[config.mk]
export PLATFORM = sky130hd
export DESIGN_NAME = spike_synapse_dispatcher_flat
export DESIGN_NICKNAME = d
export VERILOG_FILES = /design/src/rtl/snn_pkg.sv /design/src/rtl/spike_synapse_dispatcher_if.sv /design/src/rtl/spike_event_fifo.sv /design/src/rtl/spike_synapse_dispatcher.sv /design/src/flat_wrapper.sv
export SDC_FILE = /design/constraint.sdc
export NUM_CORES = 2
export LEC_CHECK = 0
export ABC_CLOCK_PERIOD_IN_PS = 5000
export CORE_MARGIN = 2
export CORE_UTILIZATION = 25
export CTS_CLUSTER_SIZE = 16
export DETAILED_ROUTE_END_ITERATION = 6
export SLEW_MARGIN = 20
export SYNTH_ARGS = -nofsm -noshare
export SYNTH_HDL_FRONTEND = slang
export SYNTH_SLANG_ARGS = --single-unit
[constraint.sdc]
create_clock -name clk -period 5 [get_ports clk]
set_clock_uncertainty 0.1 [all_clocks]
set_input_delay 1 -clock clk [delete_from_list [all_inputs] [get_ports clk]]
set_output_delay 1 -clock clk [all_outputs]
set_load 0.03 [all_outputs]
[src/rtl/snn_pkg.sv]
// Shared SNN definitions: dispatcher FSM states, synapse table entry, default widths.
package snn_pkg;

  localparam int unsigned SNN_ID_WIDTH     = 16;
  localparam int unsigned SNN_WEIGHT_WIDTH = 8;

  typedef enum logic [1:0] {
    DISP_IDLE = 2'd0,
    DISP_SCAN = 2'd1,
    DISP_EMIT = 2'd2
  } disp_state_t;

  typedef struct packed {
    logic                        en;
    logic [SNN_ID_WIDTH-1:0]     dest;
    logic [SNN_WEIGHT_WIDTH-1:0] weight;
  } syn_entry_t;

  // Index width that never collapses to zero bits for single-entry tables.
  function automatic int unsigned clog2_min1(input int unsigned n);
    return (n > 1) ? $clog2(n) : 1;
  endfunction

endpackage

[src/rtl/spike_synapse_dispatcher_if.sv]
// Event-in / synapse-out handshake bundle of the spike dispatcher.
interface spike_synapse_dispatcher_if
  import snn_pkg::*;
#(
  parameter int unsigned ID_WIDTH     = SNN_ID_WIDTH,
  parameter int unsigned WEIGHT_WIDTH = SNN_WEIGHT_WIDTH
) ();

  logic                    ev_valid;
  logic                    ev_ready;
  logic [ID_WIDTH-1:0]     ev_src_id;
  logic                    syn_valid;
  logic                    syn_ready;
  logic [ID_WIDTH-1:0]     syn_dest_id;
  logic [ID_WIDTH-1:0]     syn_src_id;
  logic [WEIGHT_WIDTH-1:0] syn_weight;

  modport slave (
    input  ev_valid, ev_src_id, syn_ready,
    output ev_ready, syn_valid, syn_dest_id, syn_src_id, syn_weight
  );

  modport master (
    output ev_valid, ev_src_id, syn_ready,
    input  ev_ready, syn_valid, syn_dest_id, syn_src_id, syn_weight
  );

endinterface

[src/rtl/spike_event_fifo.sv]
// Synchronous count-based FIFO for spike events; push and pop may coincide at any occupancy.
module spike_event_fifo #(
  parameter int unsigned WIDTH = 16,
  parameter int unsigned DEPTH = 4
) (
  input  logic             clk,
  input  logic             rst_n,
  input  logic             i_push,
  input  logic [WIDTH-1:0] i_data,
  input  logic             i_pop,
  output logic [WIDTH-1:0] o_data,
  output logic             o_full,
  output logic             o_empty
);

  localparam int unsigned AW = (DEPTH > 1) ? $clog2(DEPTH) : 1;

  logic [WIDTH-1:0] r_mem [DEPTH];
  logic [AW-1:0]    r_wr_ptr;
  logic [AW-1:0]    r_rd_ptr;
  logic [AW:0]      r_count;
  logic             w_do_push;
  logic             w_do_pop;

  assign o_full    = (r_count == (AW+1)'(DEPTH));
  assign o_empty   = (r_count == '0);
  assign o_data    = r_mem[r_rd_ptr];
  assign w_do_pop  = i_pop && !o_empty;
  assign w_do_push = i_push && (!o_full || w_do_pop);

  always_ff @(posedge clk) begin
    if (w_do_push) r_mem[r_wr_ptr] <= i_data;
  end

  always_ff @(posedge clk or negedge rst_n) begin
    if (!rst_n) begin
      r_wr_ptr <= '0;
      r_rd_ptr <= '0;
      r_count  <= '0;
    end else begin
      if (w_do_push) r_wr_ptr <= r_wr_ptr + AW'(1);
      if (w_do_pop)  r_rd_ptr <= r_rd_ptr + AW'(1);
      if (w_do_push && !w_do_pop)      r_count <= r_count + (AW+1)'(1);
      else if (w_do_pop && !w_do_push) r_count <= r_count - (AW+1)'(1);
    end
  end

endmodule

[src/rtl/spike_synapse_dispatcher.sv]
// Presynaptic fan-out: buffers fired-spike events and emits one transaction per enabled synapse.
// Optional DISPATCH_STATS_EN adds stat_events / stat_syn counters.
module spike_synapse_dispatcher
  import snn_pkg::*;
#(
  parameter int unsigned NUM_SRC      = 16,
  parameter int unsigned FANOUT_MAX   = 4,
  parameter int unsigned ID_WIDTH     = SNN_ID_WIDTH,
  parameter int unsigned WEIGHT_WIDTH = SNN_WEIGHT_WIDTH,
  parameter int unsigned FIFO_DEPTH   = 4
) (
  input  logic                                 clk,
  input  logic                                 rst_n,
  spike_synapse_dispatcher_if.slave            bus,
  input  logic                                 cfg_we,
  input  logic [clog2_min1(NUM_SRC)-1:0]       cfg_src,
  input  logic [clog2_min1(FANOUT_MAX)-1:0]    cfg_slot,
  input  logic                                 cfg_en,
  input  logic [ID_WIDTH-1:0]                  cfg_dest,
  input  logic [WEIGHT_WIDTH-1:0]              cfg_weight,
  output logic                                 busy,
  output logic [15:0]                          drop_count
`ifdef DISPATCH_STATS_EN
  ,
  output logic [31:0]                          stat_events,
  output logic [31:0]                          stat_syn
`endif
);

  localparam int unsigned         SRC_W      = clog2_min1(NUM_SRC);
  localparam int unsigned         SLOT_W     = clog2_min1(FANOUT_MAX);
  localparam logic [SLOT_W-1:0]   LAST_SLOT  = SLOT_W'(FANOUT_MAX - 1);
  localparam logic [ID_WIDTH-1:0] SRC_LIMIT  = ID_WIDTH'(NUM_SRC);
  localparam logic [SRC_W:0]      CFG_SRC_LIM  = (SRC_W+1)'(NUM_SRC);
  localparam logic [SLOT_W:0]     CFG_SLOT_LIM = (SLOT_W+1)'(FANOUT_MAX);

  disp_state_t             r_state;
  disp_state_t             w_next_state;
  logic [SRC_W-1:0]        r_cur_src;
  logic [SLOT_W-1:0]       r_slot;
  syn_entry_t              r_table [NUM_SRC][FANOUT_MAX];
  syn_entry_t              w_entry;
  logic                    w_full;
  logic                    w_empty;
  logic                    w_push;
  logic                    w_pop;
  logic [ID_WIDTH-1:0]     w_head;
  logic                    w_latch_src;
  logic                    w_slot_inc;
  logic                    w_load_syn;
  logic                    w_syn_done;
  logic                    w_drop;
  logic                    r_syn_valid;
  logic [ID_WIDTH-1:0]     r_syn_dest;
  logic [ID_WIDTH-1:0]     r_syn_src;
  logic [WEIGHT_WIDTH-1:0] r_syn_weight;
  logic [15:0]             r_drop_count;

  assign w_push   = bus.ev_valid && !w_full;
  assign w_entry  = r_table[r_cur_src][r_slot];

  spike_event_fifo #(
    .WIDTH (ID_WIDTH),
    .DEPTH (FIFO_DEPTH)
  ) u_fifo (
    .clk     (clk),
    .rst_n   (rst_n),
    .i_push  (w_push),
    .i_data  (bus.ev_src_id),
    .i_pop   (w_pop),
    .o_data  (w_head),
    .o_full  (w_full),
    .o_empty (w_empty)
  );

  always_ff @(posedge clk or negedge rst_n) begin
    if (!rst_n) begin
      for (int unsigned s = 0; s < NUM_SRC; s++)
        for (int unsigned f = 0; f < FANOUT_MAX; f++)
          r_table[s][f] <= '0;
    end else if (cfg_we && ({1'b0, cfg_src} < CFG_SRC_LIM) && ({1'b0, cfg_slot} < CFG_SLOT_LIM)) begin
      r_table[cfg_src][cfg_slot] <= '{en: cfg_en, dest: cfg_dest, weight: cfg_weight};
    end
  end

  always_ff @(posedge clk or negedge rst_n) begin
    if (!rst_n) r_state <= DISP_IDLE;
    else        r_state <= w_next_state;
  end

  always_comb begin
    w_next_state = r_state;
    w_pop        = 1'b0;
    w_latch_src  = 1'b0;
    w_slot_inc   = 1'b0;
    w_load_syn   = 1'b0;
    w_syn_done   = 1'b0;
    w_drop       = 1'b0;
    case (r_state)
      DISP_IDLE: begin
        if (!w_empty) begin
          w_pop = 1'b1;
          if (w_head < SRC_LIMIT) begin
            w_latch_src  = 1'b1;
            w_next_state = DISP_SCAN;
          end else begin
            w_drop = 1'b1;
          end
        end
      end
      DISP_SCAN: begin
        if (w_entry.en) begin
          w_load_syn   = 1'b1;
          w_next_state = DISP_EMIT;
        end else if (r_slot == LAST_SLOT) begin
          w_next_state = DISP_IDLE;
        end else begin
          w_slot_inc = 1'b1;
        end
      end
      DISP_EMIT: begin
        // syn_valid is always high in EMIT, so syn_ready alone completes the handshake.
        if (bus.syn_ready) begin
          w_syn_done = 1'b1;
          if (r_slot == LAST_SLOT) begin
            w_next_state = DISP_IDLE;
          end else begin
            w_slot_inc   = 1'b1;
            w_next_state = DISP_SCAN;
          end
        end
      end
      default: w_next_state = DISP_IDLE;
    endcase
  end

  always_ff @(posedge clk or negedge rst_n) begin
    if (!rst_n) begin
      r_cur_src    <= '0;
      r_slot       <= '0;
      r_syn_valid  <= 1'b0;
      r_syn_dest   <= '0;
      r_syn_src    <= '0;
      r_syn_weight <= '0;
      r_drop_count <= '0;
    end else begin
      if (w_latch_src) begin
        r_cur_src <= w_head[SRC_W-1:0];
        r_slot    <= '0;
      end else if (w_slot_inc) begin
        r_slot <= r_slot + SLOT_W'(1);
      end
      if (w_load_syn) begin
        r_syn_valid  <= 1'b1;
        r_syn_dest   <= w_entry.dest;
        r_syn_src    <= ID_WIDTH'(r_cur_src);
        r_syn_weight <= w_entry.weight;
      end else if (w_syn_done) begin
        r_syn_valid <= 1'b0;
      end
      if (w_drop && (r_drop_count != '1)) r_drop_count <= r_drop_count + 16'd1;
    end
  end

`ifdef DISPATCH_STATS_EN
  logic [31:0] r_stat_events;
  logic [31:0] r_stat_syn;

  always_ff @(posedge clk or negedge rst_n) begin
    if (!rst_n) begin
      r_stat_events <= '0;
      r_stat_syn    <= '0;
    end else begin
      if (w_latch_src) r_stat_events <= r_stat_events + 32'd1;
      if (w_syn_done)  r_stat_syn    <= r_stat_syn + 32'd1;
    end
  end

  assign stat_events = r_stat_events;
  assign stat_syn    = r_stat_syn;
`endif

  assign bus.ev_ready    = !w_full;
  assign bus.syn_valid   = r_syn_valid;
  assign bus.syn_dest_id = r_syn_dest;
  assign bus.syn_src_id  = r_syn_src;
  assign bus.syn_weight  = r_syn_weight;
  assign busy            = (r_state != DISP_IDLE) || !w_empty;
  assign drop_count      = r_drop_count;

endmodule

[src/flat_wrapper.sv]
// flat-port wrapper written by rule: the top's interface ports become plain ports
module spike_synapse_dispatcher_flat import snn_pkg::*;
#(
  parameter int unsigned NUM_SRC      = 16,
  parameter int unsigned FANOUT_MAX   = 4,
  parameter int unsigned ID_WIDTH     = SNN_ID_WIDTH,
  parameter int unsigned WEIGHT_WIDTH = SNN_WEIGHT_WIDTH,
  parameter int unsigned FIFO_DEPTH   = 4
)
  (clk, rst_n, cfg_we, cfg_src, cfg_slot, cfg_en, cfg_dest, cfg_weight, busy, drop_count, bus_ev_valid, bus_ev_src_id, bus_syn_ready, bus_ev_ready, bus_syn_valid, bus_syn_dest_id, bus_syn_src_id, bus_syn_weight);
  spike_synapse_dispatcher_if #(.ID_WIDTH(ID_WIDTH), .WEIGHT_WIDTH(WEIGHT_WIDTH)) bus_i ();
  input  logic clk;
  input  logic rst_n;
  input  logic cfg_we;
  input  logic [clog2_min1(NUM_SRC)-1:0] cfg_src;
  input  logic [clog2_min1(FANOUT_MAX)-1:0] cfg_slot;
  input  logic cfg_en;
  input  logic [ID_WIDTH-1:0] cfg_dest;
  input  logic [WEIGHT_WIDTH-1:0] cfg_weight;
  output logic busy;
  output logic [15:0] drop_count;
  input wire logic [$bits(bus_i.ev_valid)-1:0] bus_ev_valid;
  input wire logic [$bits(bus_i.ev_src_id)-1:0] bus_ev_src_id;
  input wire logic [$bits(bus_i.syn_ready)-1:0] bus_syn_ready;
  output wire logic [$bits(bus_i.ev_ready)-1:0] bus_ev_ready;
  output wire logic [$bits(bus_i.syn_valid)-1:0] bus_syn_valid;
  output wire logic [$bits(bus_i.syn_dest_id)-1:0] bus_syn_dest_id;
  output wire logic [$bits(bus_i.syn_src_id)-1:0] bus_syn_src_id;
  output wire logic [$bits(bus_i.syn_weight)-1:0] bus_syn_weight;
  assign bus_i.ev_valid = bus_ev_valid;
  assign bus_i.ev_src_id = bus_ev_src_id;
  assign bus_i.syn_ready = bus_syn_ready;
  assign bus_ev_ready = bus_i.ev_ready;
  assign bus_syn_valid = bus_i.syn_valid;
  assign bus_syn_dest_id = bus_i.syn_dest_id;
  assign bus_syn_src_id = bus_i.syn_src_id;
  assign bus_syn_weight = bus_i.syn_weight;
  spike_synapse_dispatcher #(.NUM_SRC(NUM_SRC), .FANOUT_MAX(FANOUT_MAX), .ID_WIDTH(ID_WIDTH), .WEIGHT_WIDTH(WEIGHT_WIDTH), .FIFO_DEPTH(FIFO_DEPTH)) u_core (.clk(clk), .rst_n(rst_n), .bus(bus_i), .cfg_we(cfg_we), .cfg_src(cfg_src), .cfg_slot(cfg_slot), .cfg_en(cfg_en), .cfg_dest(cfg_dest), .cfg_weight(cfg_weight), .busy(busy), .drop_count(drop_count));
endmodule
# After elaboration in Yosys (flattened, before gate mapping)
# Memory sizes are Yosys's and may differ from the RTL's.
# Index checks and enable logic that the tools add are counted.
# Widths: inputs -> output; s select.
# totals
input_bits,52
reg_bits,1660
memories,1
mem_bits_rw,64
# memory_table
memory,depth,width,rd,rd_ports_with_merged_regs,wr,line_no,source
u_core.u_fifo.r_mem,4,16,1,0,1,spike_event_fifo.sv:18,logic [WIDTH-1:0] r_mem [DEPTH];
# op_classes
reduce_logical,21
order_cmp,7
eq_ne,9
muxes,42
add_sub_neg,6
bitwise,4
# op_table
cell,count
$bwmux 1600,1
$bmux 100 s4,1
$demux 100 s4,1
$mux 100,3
$mux 25,3
$bmux 25 s2,1
$demux 25 s2,1
$mux 1,20
$add 16x1->16 const B,1
$lt 16x5->1 const B,1
$ne 16x16->1 const B,1
$mux 2,7
$ge 5x5->1 const B,2
$not 4->5,2
$logic_and 1x1->1,8
$reduce_bool 2->1,4
$add 2x1->2 const B,3
$ge 3x3->1 const B,2
$mux 3,2
$not 2->3,2
$pmux 2 s3,1
$lt 5x1->1 const B,1
$eq 2x2->1 const B,2
$logic_not 1->1,4
other kinds (13),15

# Longest topological paths before layout
# logic_depth
depth_word,11
depth_mapped,13
mapped_depth_nobuf,9

# Cells and area by module
# Synthesis repeated with hierarchy kept, for this count alone.
# hier_totals
cells_unflattened,4744
hier_area_um2,77341.7
# modules_own_cells
mod,area_each_um2,seq_area_each_um2,cells_per_inst,instances
spike_synapse_dispatcher,74562.8,41364.7,4625,1
spike_event_fifo,2778.9,2097.0,119,1

# Least setup slack after synthesis
# Ideal clock, no wire load.
# synth_timing
path_type,input to register
from,in cfg_slot[0]
to,reg u_core.r_table[175] in the netlist's numbering
cell_stages,6
slack_ns,1.992
t_arrival_ns,2.784
cell_sequence,clkbuf_1 or3b_2 clkbuf_1 nor2_1 clkbuf_1 mux2_2
# synth_between
elab_chain_len,8
elab_cells_between_ends,9
cone_classes,order compare: 2; mux: 5; bitwise: 1; reduce/logical: 1
# synth_rtl
item,line_no,source
"start, declared",flat_wrapper.sv:16,input logic [clog2_min1(FANOUT_MAX)-1:0] cfg_slot;
$not 2->3 (implied by the code) *,spike_synapse_dispatcher.sv:82,"r_table[cfg_src][cfg_slot] <= '{en: cfg_en, dest: cfg_dest, weight: cfg_weight};"
$ge 3x3->1 (implied by the code) / $lt 3x1->1 (equally long branches),spike_synapse_dispatcher.sv:82,
$logic_and 1x1->1 (implied by the code),spike_synapse_dispatcher.sv:82,
$mux 25 (implied by the code),spike_synapse_dispatcher.sv:82,
$demux 25 s2 *,spike_synapse_dispatcher.sv:82,
$mux 100 (implied by the code) *,spike_synapse_dispatcher.sv:82,
$demux 100 s4 *,spike_synapse_dispatcher.sv:82,
$bwmux 1600 *,spike_synapse_dispatcher.sv:82,
"end signal, assigned by index",spike_synapse_dispatcher.sv:82,
"end, declared",spike_synapse_dispatcher.sv:41,syn_entry_t r_table [NUM_SRC][FANOUT_MAX];
# Every way passes the cells marked *; elsewhere a longest branch is shown, timed or not.
# A chain may end at the register's enable or synchronous reset.

# Worst setup path after layout
# layout_timing
from,reg u_core.r_cur_src[0]
to,reg u_core.r_syn_src[1] (netlist: u_core.bus.syn_src_id[1])
# layout_between
elab_chain_len,9
# layout_rtl
item,line_no,source
"start, declared",spike_synapse_dispatcher.sv:39,logic [SRC_W-1:0] r_cur_src;
"start signal, assigned",spike_synapse_dispatcher.sv:148,r_cur_src <= w_head[SRC_W-1:0];
$not 4->5 (implied by the code),spike_synapse_dispatcher.sv:60,assign w_entry = r_table[r_cur_src][r_slot];
$bmux 100 s4,spike_synapse_dispatcher.sv:60,
$mux 100 (implied by the code) (2 in a row),spike_synapse_dispatcher.sv:60,
$bmux 25 s2,spike_synapse_dispatcher.sv:60,
$mux 25 (implied by the code) (2 in a row),spike_synapse_dispatcher.sv:60,
$mux 1,spike_synapse_dispatcher.sv:112,if (w_entry.en) begin
$mux 1,spike_synapse_dispatcher.sv:99,case (r_state)
"end signal, assigned",spike_synapse_dispatcher.sv:156,r_syn_src <= ID_WIDTH'(r_cur_src);
"end, declared",spike_synapse_dispatcher.sv:55,logic [ID_WIDTH-1:0] r_syn_src;
# No other way between the ends. The select of a mux whose other input is x is not followed.

==> summary.md <==
| Metric | Value |
|---|---|
| Status | completed |
| Clk Latency, worst-skew pair | ~0.83 ns |
| CP Capture Type | flop |
| RSZ-0062 raised after global routing | no |
| Core ar. | a little over 300000 um^2 |
| Slew headroom | 23.8% |
| Layout area overhead | 15.3% |
| GPL Wtd Cong | 0.782 |
| Final #Nets | ~4700 |
| Hold Vio Cnt, Final | 0 |
| WL final | 215000 um |
| Fin crit period | 3.85 ns |
| CP delay by family, top | multiplexers |
| Final Instance Area | 88700 um^2 |
| First-pass GRT wire length | 318000 um |
| Drt first pass iters | 5 |
| Cell accounting for the most synthesized area | dfrtp_1 |
| Total vias in the final route | 42200 |
| PD cells | 482 nW/um^2 |
| Synth unique cells | 46 |
| Top cell type's share of synthesized area | 54.0% |
| Largest buffer count on any clock path | 3 |
| Register Area | 43500 um^2 |
| Post-DP HPWL | 130000 um |
| Setup TNS | 0 ns |
| Top post-synthesis cells by area | dfrtp_1 54%, mux2_2 24%, mux4_2 15%, edfxtp_1 2.5%, clkbuf_1 1.6% |
| Fin. max-slew vios | 0 |
| CP max FO | 54 |
| Met2 Resource Use GR | 22.8% |
| Synthesized cell area | 76900 um^2 |
| Clock buffer count from CTS | 177 |
| CTS root buffer | clkbuf_16 |
| Die W | 559 um |
| Fillers | slightly above 30000 |
| Max Cap Violations | 0 |
| Synth Instances | between 4000 and 5000 |
| CP arrival | 4.44 ns |
| Vias per inst | ~4.8 |
| Placed Area | 82800 um^2 |
| Critical path required time | between 5 and 6 ns |
| Sequential fraction of the synthesis area | a little under three fifths |
| Flops & latches, synth | 1724 |
| Ratio of cells with drive above 1 in the final layout | 55.3% |
| Most Crowded Layer GR | met2 |
| Postcts setup bufs | 0 |
| WHS | 0.115 ns |
| Commonest cells post-synth | 1660 x dfrtp_1, 1612 x mux2_2, 500 x mux4_2 |
| Starting density of the core | 25.1% |
| Fin crit share | 76.9% |
| WL/cell | 24.3 um |
| M3 GR Usage | 2.19% |
| Synth warnings | 0 |
| GR Overflow Total | 0 |
| Total track usage | 13.8% |
| Critical-path cell list | buf_12 > mux4_2 > mux2i_1 > nand2_1 > nand3_4 > mux2_2 |
| Leakage | a little under 40 nW |
| Die span in y | 559 um |
| Reg-to-reg slack, setup | between 1 and 1.5 ns |
| Maximum vdd drop | 482 uV |
| Worst path max stage delay | slightly below 1 ns |
| Resize count post-CTS | 0 |
| FFs w/ async S/R, synth | approximately 96% |
| Maximum clock frequency | 260 MHz |
| IO Pins | 111 |
| Multi-input logic area | approximately 32000 um^2 |
| Slowest-stage cell, CP | dfrtp_4 |
| Clock Sinks | approximately 1700 |
| EDFF count, synth | 64 |
| Post-route ant nets | 0 |
| # hold bufs at CTS | 0 |
| Mean Syn Cell Area | 16.5 um^2 |
| Clock-pin slew of the registers on the worst-case setup and hold paths | 0.07 ns |
| Initial antenna violation count | 24 |
| Most common cell in the netlist | dfrtp_1 |
| Hold Path Class | input pin to async pin |
| WP buf/inv | 1 |
| M1 GR Usage | a little under a fifth |
| Setup violators final | 0 |
| PortBufs | 98 |
| H-tree level count | 4 |
| CP startpoint kind | flop |
| DR DRC count | 0 |
| Vias in the first global route | 44800 |
| Worst-Margin Slew | approximately 1.1 ns |
| Largest net degree at the start of global routing | 143 |
| 1st-iter DRT viols | 2938 |
| Synth Flop Type | dfrtp_1 |
| TritonCTS clock tree | done |
| Crit Path Category | flop to flop |
| Die area | 312000 um^2 |
| Row Count | 203 |
==> per-layer routing <==
metal	share of wire (%)	wire length, um
met2	49	105000
met4	2.7	5720
met1	44	94900
met3	4.6	9840
met5	0.027	59
==> worst paths after layout <==
kind / from / end / cells past startpoint
max: u_core.r_cur_src[0] / u_core.bus.syn_src_id[1] / 6
min: rst_n / u_core.r_table[114] / 1
max reg2reg: u_core.r_cur_src[0] / u_core.bus.syn_src_id[1] / 6
min reg2reg: u_core.drop_count[15] / u_core.drop_count[15] / 1
max in group asynchronous: rst_n / u_core.r_cur_src[3] / 2
min in group clk: u_core.drop_count[15] / u_core.drop_count[15] / 1
==> through the flow <==
stage / util (%) / worst slack [ns] / std cells / total power [mW]
3_5_place_dp: 27.1 / 0.770 / 8549 / 29.8
5_1_grt: 29.0 / 0.939 / 8866 / 44.6
6_report: 29.0 / 1.15 / 8877 / 42.8
3_3_place_gp: 27.0 / 0.289 / 8548 / 29.5
2_1_floorplan: - / 1.99 / 4660 / 25.5
4_1_cts: 29.0 / 1.09 / 8864 / 43.3
==> worst register-to-register path: stages, from the launching register on <==
cell     delay [ns]
dfrtp_4        0.98
buf_12         0.46
mux4_2         0.59
mux2i_1        0.31
nand2_1        0.21
nand3_4        0.64
mux2_2         0.43
==> cell type report <==
cell class / count / area share (%)
Sequential cell: 1724 / 49.0
Multi-Input combinational cell: 2463 / 35.8
Clock buffer: 273 / 6.03
Tap cell: 4100 / 5.78
Timing Repair Buffer: 248 / 2.67
Clock inverter: 42 / 0.571
Inverter: 14 / 0.0592
Antenna cell: 13 / 0.0367
==> registers in the layout, indices dropped and copies added (netlist names), 3 cells and up <==
| signal | count |
|---|---|
| u_core.bus.syn_dest_id | 16 |
| u_core.bus.syn_src_id | 4 |
| u_core.bus.syn_weight | 8 |
| u_core.drop_count | 16 |
| u_core.r_cur_src | 4 |
| u_core.r_table | 1600 |
| u_core.u_fifo.r_count | 3 |
| u_core.u_fifo.r_mem | 64 |
==> power breakdown <==
group          switching (mW)  internal, mW  total (mW)
sequential               1.52          16.1        17.6
combinational            5.92          5.88        11.8
clock                    5.64          7.76        13.4
total                    13.1          29.7        42.8
==> kinds of logic after synthesis <==
logic type	count (synthesis)	synth area share (%)
flip-flops	1724	56.5
AND/OR/NAND/NOR	211	1.29
buffers and inverters	473	2.59
XOR/XNOR	20	0.228
AO/OA/AOI/OAI	90	0.859
multiplexers	2118	38.3
adder cells (fa/ha/maj)	12	0.205
other	1	0.00488
==> cells in the final DEF (no fill, tap or decap), types with 7 or more instances in the layout <==
cell type / count
dfrtp_1: 1656
mux2_2: 1612
mux4_2: 500
clkbuf_16: 181
buf_4: 121
clkdlybuf4s50_1: 72
edfxtp_1: 64
nand2_1: 48
clkbuf_8: 47
clkbuf_1: 45
nand2_2: 40
buf_12: 29
o21ai_0: 26
a221oi_1: 25
buf_2: 24
a22o_1: 23
nor2_4: 20
clkinv_2: 19
nor2_1: 18
nor3_1: 14
inv_1: 14
diode_2: 13
nand3_1: 13
conb_1: 12
xnor2_1: 11
ha_1: 11
nor4_1: 9
xor2_1: 9
and3_1: 8
bufinv_16: 8
a21oi_1: 7
or2_2: 7
inv_6: 7
Power figures use the tool's default switching activity.
